[config.mk]
export PLATFORM = sky130hd
export DESIGN_NAME = fifo_rd_prefetch_d32
export DESIGN_NICKNAME = d
export VERILOG_FILES = /design/src/rtl/fifo_rd_prefetch_pkg.sv /design/src/rtl/fifo_rd_prefetch_buf.sv /design/src/rtl/fifo_rd_prefetch_d32.sv
export SDC_FILE = /design/constraint.sdc
export NUM_CORES = 1
export LEC_CHECK = 0
export ABC_AREA = 1
export BUFFER_PORTS_ARGS = -buffer_cell sky130_fd_sc_hd__buf_2
export CORE_UTILIZATION = 35
export CTS_CLUSTER_SIZE = 16
export DETAILED_ROUTE_END_ITERATION = 16
export SLEW_MARGIN = 40
export SYNTH_ARGS = -nofsm -noshare
export SYNTH_HDL_FRONTEND = slang
export SYNTH_SLANG_ARGS = --single-unit
[constraint.sdc]
create_clock -name clk -period 2.2 [get_ports clk]
set_input_delay 0.22 -clock clk [delete_from_list [all_inputs] [get_ports clk]]
set_output_delay 0.22 -clock clk [all_outputs]
set_load 0.01 [all_outputs]
[src/rtl/fifo_rd_prefetch_pkg.sv]
// Shared constants and helpers for the FIFO read-side prefetch stage.
// Provides width derivation and circular pointer increment.
package fifo_rd_prefetch_pkg;

    localparam int DEF_DAT_WIDTH = 32;
    localparam int DEF_RD_LAT    = 1;
    localparam int DEF_DEPTH     = 4;

    function automatic int clog2(input int n);
        int r;
        r = 0;
        for (int v = n - 1; v > 0; v = v >> 1) begin
            r++;
        end
        return r;
    endfunction

    function automatic int ptr_inc_wrap(input int ptr, input int depth);
        return (ptr == depth - 1) ? 0 : ptr + 1;
    endfunction

endpackage

[src/rtl/fifo_rd_prefetch_buf.sv]
// Circular landing buffer for prefetched FIFO words.
// Head entry is presented directly from flop storage.
module fifo_rd_prefetch_buf
    import fifo_rd_prefetch_pkg::*;
#(
    parameter  int DAT_WIDTH = DEF_DAT_WIDTH,
    parameter  int DEPTH     = DEF_DEPTH,
    localparam int CW        = clog2(DEPTH + 1)
) (
    input  logic                 clk,
    input  logic                 reset_n,
    input  logic                 flush,
    input  logic                 wr_en,
    input  logic [DAT_WIDTH-1:0] wr_data,
    input  logic                 pop,
    output logic                 out_valid,
    output logic [DAT_WIDTH-1:0] out_data,
    output logic [CW-1:0]        occupancy,
    output logic                 ovf_err
);

    localparam int PW = (DEPTH > 1) ? clog2(DEPTH) : 1;

    logic [DAT_WIDTH-1:0] mem [DEPTH];
    logic [PW-1:0]        wr_ptr;
    logic [PW-1:0]        rd_ptr;
    logic                 full;
    logic                 wr_ok;

    assign full      = (occupancy == CW'(DEPTH));
    assign wr_ok     = wr_en & (~full | pop);
    assign out_valid = (occupancy != '0);
    assign out_data  = mem[rd_ptr];

    always_ff @(posedge clk or negedge reset_n) begin
        if (!reset_n) begin
            wr_ptr    <= '0;
            rd_ptr    <= '0;
            occupancy <= '0;
            ovf_err   <= 1'b0;
            for (int i = 0; i < DEPTH; i++) begin
                mem[i] <= '0;
            end
        end else if (flush) begin
            wr_ptr    <= '0;
            rd_ptr    <= '0;
            occupancy <= '0;
        end else begin
            if (wr_ok) begin
                mem[wr_ptr] <= wr_data;
                wr_ptr      <= PW'(ptr_inc_wrap(int'(wr_ptr), DEPTH));
            end
            // a word landing on a full, non-draining buffer is lost
            if (wr_en & full & ~pop) begin
                ovf_err <= 1'b1;
            end
            if (pop) begin
                rd_ptr <= PW'(ptr_inc_wrap(int'(rd_ptr), DEPTH));
            end
            unique case ({wr_ok, pop})
                2'b10:   occupancy <= occupancy + CW'(1);
                2'b01:   occupancy <= occupancy - CW'(1);
                default: occupancy <= occupancy;
            endcase
        end
    end

endmodule

[src/rtl/fifo_rd_prefetch_d32.sv]
// Converts a fixed-latency FIFO read port into a valid/ready stream.
// Reads are issued speculatively against a credit limit.
module fifo_rd_prefetch_d32
    import fifo_rd_prefetch_pkg::*;
#(
    parameter  int DAT_WIDTH = DEF_DAT_WIDTH,
    parameter  int RD_LAT    = DEF_RD_LAT,
    parameter  int DEPTH     = DEF_DEPTH,
    localparam int CW        = clog2(DEPTH + 1)
) (
    input  logic                 clk,
    input  logic                 reset_n,
    input  logic                 fifo_empty,
    output logic                 fifo_rd_op,
    input  logic [DAT_WIDTH-1:0] fifo_rd_data,
    input  logic                 flush,
    output logic                 out_valid,
    input  logic                 out_ready,
    output logic [DAT_WIDTH-1:0] out_data,
    output logic [CW-1:0]        occupancy,
    output logic                 ovf_err
);

    logic [CW-1:0]     credit;
    logic [RD_LAT-1:0] pipe;
    logic              arr;
    logic              pop;

    assign arr = pipe[RD_LAT-1];
    assign pop = out_valid & out_ready;

    // credit is registered, so out_ready never reaches the read strobe
    assign fifo_rd_op = reset_n & ~fifo_empty & ~flush
                      & (credit < CW'(DEPTH));

    always_ff @(posedge clk or negedge reset_n) begin
        if (!reset_n) begin
            credit <= '0;
            pipe   <= '0;
        end else if (flush) begin
            credit <= '0;
            pipe   <= '0;
        end else begin
            pipe[0] <= fifo_rd_op;
            for (int i = 1; i < RD_LAT; i++) begin
                pipe[i] <= pipe[i-1];
            end
            unique case ({fifo_rd_op, pop})
                2'b10:   credit <= credit + CW'(1);
                2'b01:   credit <= credit - CW'(1);
                default: credit <= credit;
            endcase
        end
    end

    fifo_rd_prefetch_buf #(
        .DAT_WIDTH(DAT_WIDTH),
        .DEPTH    (DEPTH)
    ) u_buf (
        .clk      (clk),
        .reset_n  (reset_n),
        .flush    (flush),
        .wr_en    (arr),
        .wr_data  (fifo_rd_data),
        .pop      (pop),
        .out_valid(out_valid),
        .out_data (out_data),
        .occupancy(occupancy),
        .ovf_err  (ovf_err)
    );

endmodule

==> impl_metrics.toml, run 1 <==
[status]
status = "complete, but fails checks"
violations = "hold timing"

[route]
vias = 4923
wl_per_cell_um = 14.5
routed.top_layer = "met4"
drt_iter0_markers = 296
wirelength_um = 14800
met1_length_um = 6970
wl_met3_um = 528
firstDrtPassIters = 4
route.met2.wl_um = 7150
ant_nets = 0
via_per_inst = 4.80
drcViolationCount = 0

[sta]
fin_ws_ps = 224
worst_pin_slew_ps = 735
fin_crit_sh_pct = 89.8
period_needed_ps = 1980
rsz0062_at_grt = "false"
setup-tns-final_ps = 0
maxSlewHeadroom_pct = 51.0
finalHoldViolCount = 8
slew_viol_final = 0
skew_ps = 4.62
setup-violations-final = 0
fmax_mhz = 506
whs_ps = -7.33

[critical_path]
endpoint_kind = "primary output"
slowest_stage = "dfrtp_2"
cpLargestDelayFamily = "buffers and inverters"
reg2reg_from = "u_buf.occupancy[1]"
reg2reg_slack_ps = 220
critPathMaxFanout = 30
arrival_ps = 1760
startpoint = "u_buf.rd_ptr[0]"
cp.depth = 4
critPathMaxStageDelay_ps = 380
worstSetupPathType = "reg2out"
start_kind = "flop"
r2r-end = "u_buf.occupancy[2]"
cp.required_ps = 1980
crit_chain = "buf_4 -> o21ai_0 -> o22ai_1 -> buf_2"
critPathBufInv = 2
crit_path_end = "out_data[31]"
rr_worst_depth = 10

[power]
powerDensity_mw_per_mm2 = 1010
power_switching_share_pct = 27.6
clkPwrFrac_pct = 42.4
intPower_mw = 5.74
p_leak_nw = 3.80
net-switching-power_mw = 2.18
ir_drop_mv = 0.585
finalPower_mw = 7.92
power_frac_comb_pct = 19.7
p_seq_share_pct = 37.9

[logic_synthesis]
synth_top_family_by_area = "compound AO/OA/AOI/OAI gates"
ys_seq_elements = 140
yosys_warnings = 0
synthAdderAreaFrac_pct = 1.53
yosysUniqueCellTypes = 28
ys_top_cells_by_count = "nand2_1, dfrtp_1, o21ai_2, nor2_1, o21ai_0"
synthArstFlopShare_pct = 100
synth-edff-count = 0
syn_inst = 723
synth_area_mm2 = 0.00672
synthMuxAreaShare_pct = 0
synthXorXnorAreaFrac_pct = 0.130
postSynthNetCount = 767
yosys.area_share.simple_pct = 15.9
synth_compound_area_share_pct = 22.1
synth_top_cell_by_area = "dfrtp_1"
synth-seq-area-share_pct = 52.1
syn_area_per_cell_um2 = 9.30
yosys-top-cells-area = "dfrtp_1, o21ai_2, nand2_1"
synth_ff_type = "dfrtp_1"
yosys.cell_count.top_type = "nand2_1"
netlist.area_leader.share_pct = 52.1

[die]
core_mm2 = 0.0188
die_area_mm2 = 0.0198
boundaryPins = 75
fp.dieW_um = 141
fp-row-count = 50
die_y_um = 141
start_util_pct = 35.8

[cells_and_area]
stdcell_count = 1026
antenna_cells = 0
area_delta_synth_final_pct = 16.2
drive_gt1_share_pct = 26.3
layout.nets = 823

[grt]
grt_overflow_total = 0
track_usage_pct = 16.2
grt_pass1_wl_um = 25000
grt_pass1_vias = 4911
antenna_found_initial = 0
grt_max_degree = 141

[flow_run]
cap_violations = 0

[clock_network]
clkSlewWorstSetupHoldPaths_ps = 60
cts_sinks = 140
insertion_delay_ps = 420
clockBufferDepth = 2
cts_root_buffer = "clkbuf_16"
numCtsBuffers = 17
cts_resized = 0
cts_tree = "built"
cts_setup_buffers = 0
htree_num_levels = 4
hold_buffers = 0

[placement]
globalplace.congestion = 0.775
place_inst = 994
hpwlAfterDp_um = 8820
post-place-ws_ps = 234
numPortBuffers = 74

[worst_hold_path]
hold_class = "in2async"
[metal layers]
layer / up-vias / GRT usage (%)
li1: 2513 / -
met1: 2321 / 20.8
met2: 71 / 26.9
met3: 18 / 3.87
met4: 0 / 4.81
met5: - / 0
[final cells by class]
type                    instances  area (µm²)
clock inverters                12         240
clock buffers                  20         457
fillers                      1942       11000
well taps                     234         293
repair buffers                 82         462
flip-flops and latches        140        3500
inverters                      47         184
multi-input cells             491        2670
[cell usage in the layout, fill, tap and decap left out, drive strengths merged]
| cell | n |
|---|---|
| a21oi | 1 |
| buf | 82 |
| bufinv | 7 |
| clkbuf | 20 |
| clkinv | 3 |
| clkinvlp | 2 |
| dfrtp | 140 |
| fa | 2 |
| ha | 5 |
| inv | 47 |
| nand2 | 166 |
| nand3 | 10 |
| nand4 | 1 |
| nor2 | 72 |
| nor3 | 1 |
| o21ai | 197 |
| o21bai | 2 |
| o22ai | 32 |
| o31ai | 1 |
| xnor2 | 1 |
[registers in the layout, indices dropped and copies added (netlist names)]
name             cells
u_buf.mem          128
u_buf.ovf_err        1
arr                  1
u_buf.wr_ptr         2
credit               3
u_buf.rd_ptr         2
u_buf.occupancy      3
[cell families (layout without fill, tap and decap cells)]
family,Yosys count,count (layout)
adders and majority gates,7,7
DFF,140,140
AOI/OAI and AO/OA,233,233
xor gates and xnor gates,1,1
and+or+nand+nor,250,250
buffers and inverters,92,161
[power groups by stage]
stage / combinational, mW / sequential, mW / clock (mW)
2_1_floorplan: 1.04 / 3.02 / 0
3_3_place_gp: 1.59 / 3.04 / 0
3_5_place_dp: 1.60 / 3.05 / 0
4_1_cts: 1.60 / 3.00 / 3.42
5_1_grt: 1.78 / 3.04 / 3.51
6_report: 1.56 / 3.00 / 3.36
[metrics by stage]
stage	cell area [µm²]	util [%]
detailed placement	7110	37.9
finish	7810	41.6
global route	7810	41.6
global placement	7110	37.9
floorplan	6720	-
CTS	7810	41.6
[worst min path at each step]
stage	startpoint	endpoint	slack, ps	cells past startpoint
floorplan	reset_n	arr	-80	0
global placement	u_buf.ovf_err	u_buf.ovf_err	460	1
detailed placement	u_buf.mem[59]	u_buf.mem[59]	460	2
CTS	reset_n	u_buf.mem[41]	30	2
global route	reset_n	u_buf.rd_ptr[0]	50	2
finish	reset_n	u_buf.mem[41]	-7	2
[worst reg2reg max path, delay by kind of cell, from the launching register on]
| family | cells | cell delay [ps] |
|---|---|---|
| and+or+nand+nor | 7 | 720 |
| DFF | 1 | 420 |
| adders and majority gates | 1 | 390 |
| xor gates and xnor gates | 1 | 200 |
| AOI/OAI and AO/OA | 1 | 130 |
(Power assumes the default switching activity.)
==> run 2, diff against run 1 <==
Settings changed: REMOVE_ABC_BUFFERS set to 1.
==> impl_metrics.toml, run 2 (synthesized netlist as in run 1, its figures left out) <==
[placement]
globalplace.congestion = 0.776
numPortBuffers = 74
hpwlAfterDp_um = 8600
place_area_mm2 = 0.00713

[cells_and_area]
mostFrequentLayoutCells = "nand2_1, dfrtp_1, o21ai_2, buf_2, nor2_1"
antenna_cells = 0
reg.largest.list = "u_buf.mem: 128 flops, credit: 3 flops, u_buf.occupancy: 3 flops"
layout.nets = 828
nFillCells = 1917
area_delta_synth_final_pct = 14.3
layout_commonest_cell = "nand2_1"
multi_input_area_mm2 = 0.00267
largest_reg_flops = 128
final_area_mm2 = 0.00769
drive_gt1_share_pct = 26.1
regMostFlops = "u_buf.mem"
regArea_mm2 = 0.00351

[critical_path]
worstSetupPathType = "reg2out"
critPathMaxFanout = 32
rr_worst_depth = 10
reg2reg_slack_ps = 230
r2r-end = "u_buf.occupancy[2]"
arrival_ps = 1820
reg2reg_from = "u_buf.occupancy[1]"
endpoint_kind = "primary output"
crit_chain = "inv_2 -> bufbuf_16 -> nor2_1 -> o22ai_1 -> buf_2"
cp.required_ps = 1980
slowest_stage = "dfrtp_4"
start_kind = "flop"
critPathMaxStageDelay_ps = 560

[power]
powerDensity_mw_per_mm2 = 925
p_leak_nw = 3.76
ir_drop_mv = 0.497

[status]
status = "finished, final reports clean"

[worst_hold_path]
min_to = "arr"
hold_class = "in2reg"
min-delay-start = "fifo_empty"
min_path_cells = 4

[sta]
slew_viol_final = 0
setup-violations-final = 0
skew_ps = 7.44
maxSlewHeadroom_pct = 50.4
fin_crit_sh_pct = 92.6
setup-tns-final_ps = 0
fmax_mhz = 491
finalHoldViolCount = 0
worst_pin_slew_ps = 743
rsz0062_at_grt = "false"
period_needed_ps = 2040
whs_ps = 99.2

[clock_network]
numCtsBuffers = 17
clkSlewWorstSetupHoldPaths_ps = 60
cts_sinks = 140
htree_num_levels = 4
insertion_delay_ps = 410
cts_tree = "built"
clockBufferDepth = 2
cts_root_buffer = "clkbuf_16"

[die]
core_mm2 = 0.0188
fp-row-count = 50
die_y_um = 141
die_area_mm2 = 0.0198
boundaryPins = 75
start_util_pct = 35.8
fp.dieW_um = 141

[grt]
track_usage_pct = 16.5
antenna_found_initial = 0
grt_pass1_vias = 4934
grt_max_degree = 141
grt_overflow_total = 0
grt_pass1_wl_um = 25500

[route]
vias = 4999
firstDrtPassIters = 4
ant_nets = 0
drcViolationCount = 0
wl_per_cell_um = 14.5
via_per_inst = 4.85
drt_iter0_markers = 318
wirelength_um = 15000

[flow_run]
cap_violations = 0
[run 2: per-layer routing]
metal  share of wire (%)  GRT usage (%)
met5                   0              0
met4                0.89           4.63
met3                 4.2           3.77
met2                  45           26.1
met1                  50           22.9
[run 2: cell type report]
cell class / instances / share of cell area, %
inverters: 47 / 2.39
clock inverters: 9 / 0.618
flip-flops and latches: 140 / 45.6
clock buffers: 23 / 5.96
multi-input cells: 491 / 34.7
well taps: 234 / 3.81
repair buffers: 87 / 6.85
[run 2: through the flow]
step	cells	utilization (%)	total power, mW	setup WS [ps]
final	1031	41.0	7.11	163
after global routing	1031	41.0	7.54	25.5
after CTS	1030	40.9	7.19	31.0
after detailed placement	996	38.0	4.63	231
after global placement	996	38.0	4.62	261
after floorplan	678	-	4.00	-201
[run 2: power breakdown]
part,total [mW],switching [mW],internal (mW)
Clock,2.49,1.04,1.45
Sequential,3.02,0.165,2.85
Combinational,1.60,0.965,0.635
[run 2: worst max-delay path, delay by kind of cell, from the launching register on]
kind | cells | cell delay [ps]
simple gates | 1 | 60
compound gates | 1 | 180
buf+inv | 3 | 610
flops | 1 | 560
[run 2: how the worst max path moves through the flow]
| stage | from | slack, ps | to | cells past startpoint |
|---|---|---|---|---|
| 3_3_place_gp | u_buf.occupancy[1] | 260 | u_buf.occupancy[2] | 10 |
| 2_1_floorplan | u_buf.rd_ptr[0] | -200 | out_data[0] | 3 |
| 5_1_grt | u_buf.rd_ptr[0] | 30 | out_data[22] | 5 |
| 4_1_cts | u_buf.rd_ptr[0] | 30 | out_data[2] | 5 |
| 3_5_place_dp | u_buf.occupancy[1] | 230 | u_buf.occupancy[2] | 10 |
| 6_report | u_buf.rd_ptr[0] | 160 | out_data[4] | 5 |
[run 2: timing repair]
item | 4_1_cts | 5_1_grt
hold buffers | 1 | 0
pin swaps | 0 | 0
setup buffers | 0 | 1
cloned | 1 | 0
endpoints found under the hold margin | 7 | 0
endpoints found under the setup margin | 1 | 18
resized for setup | 0 | 1
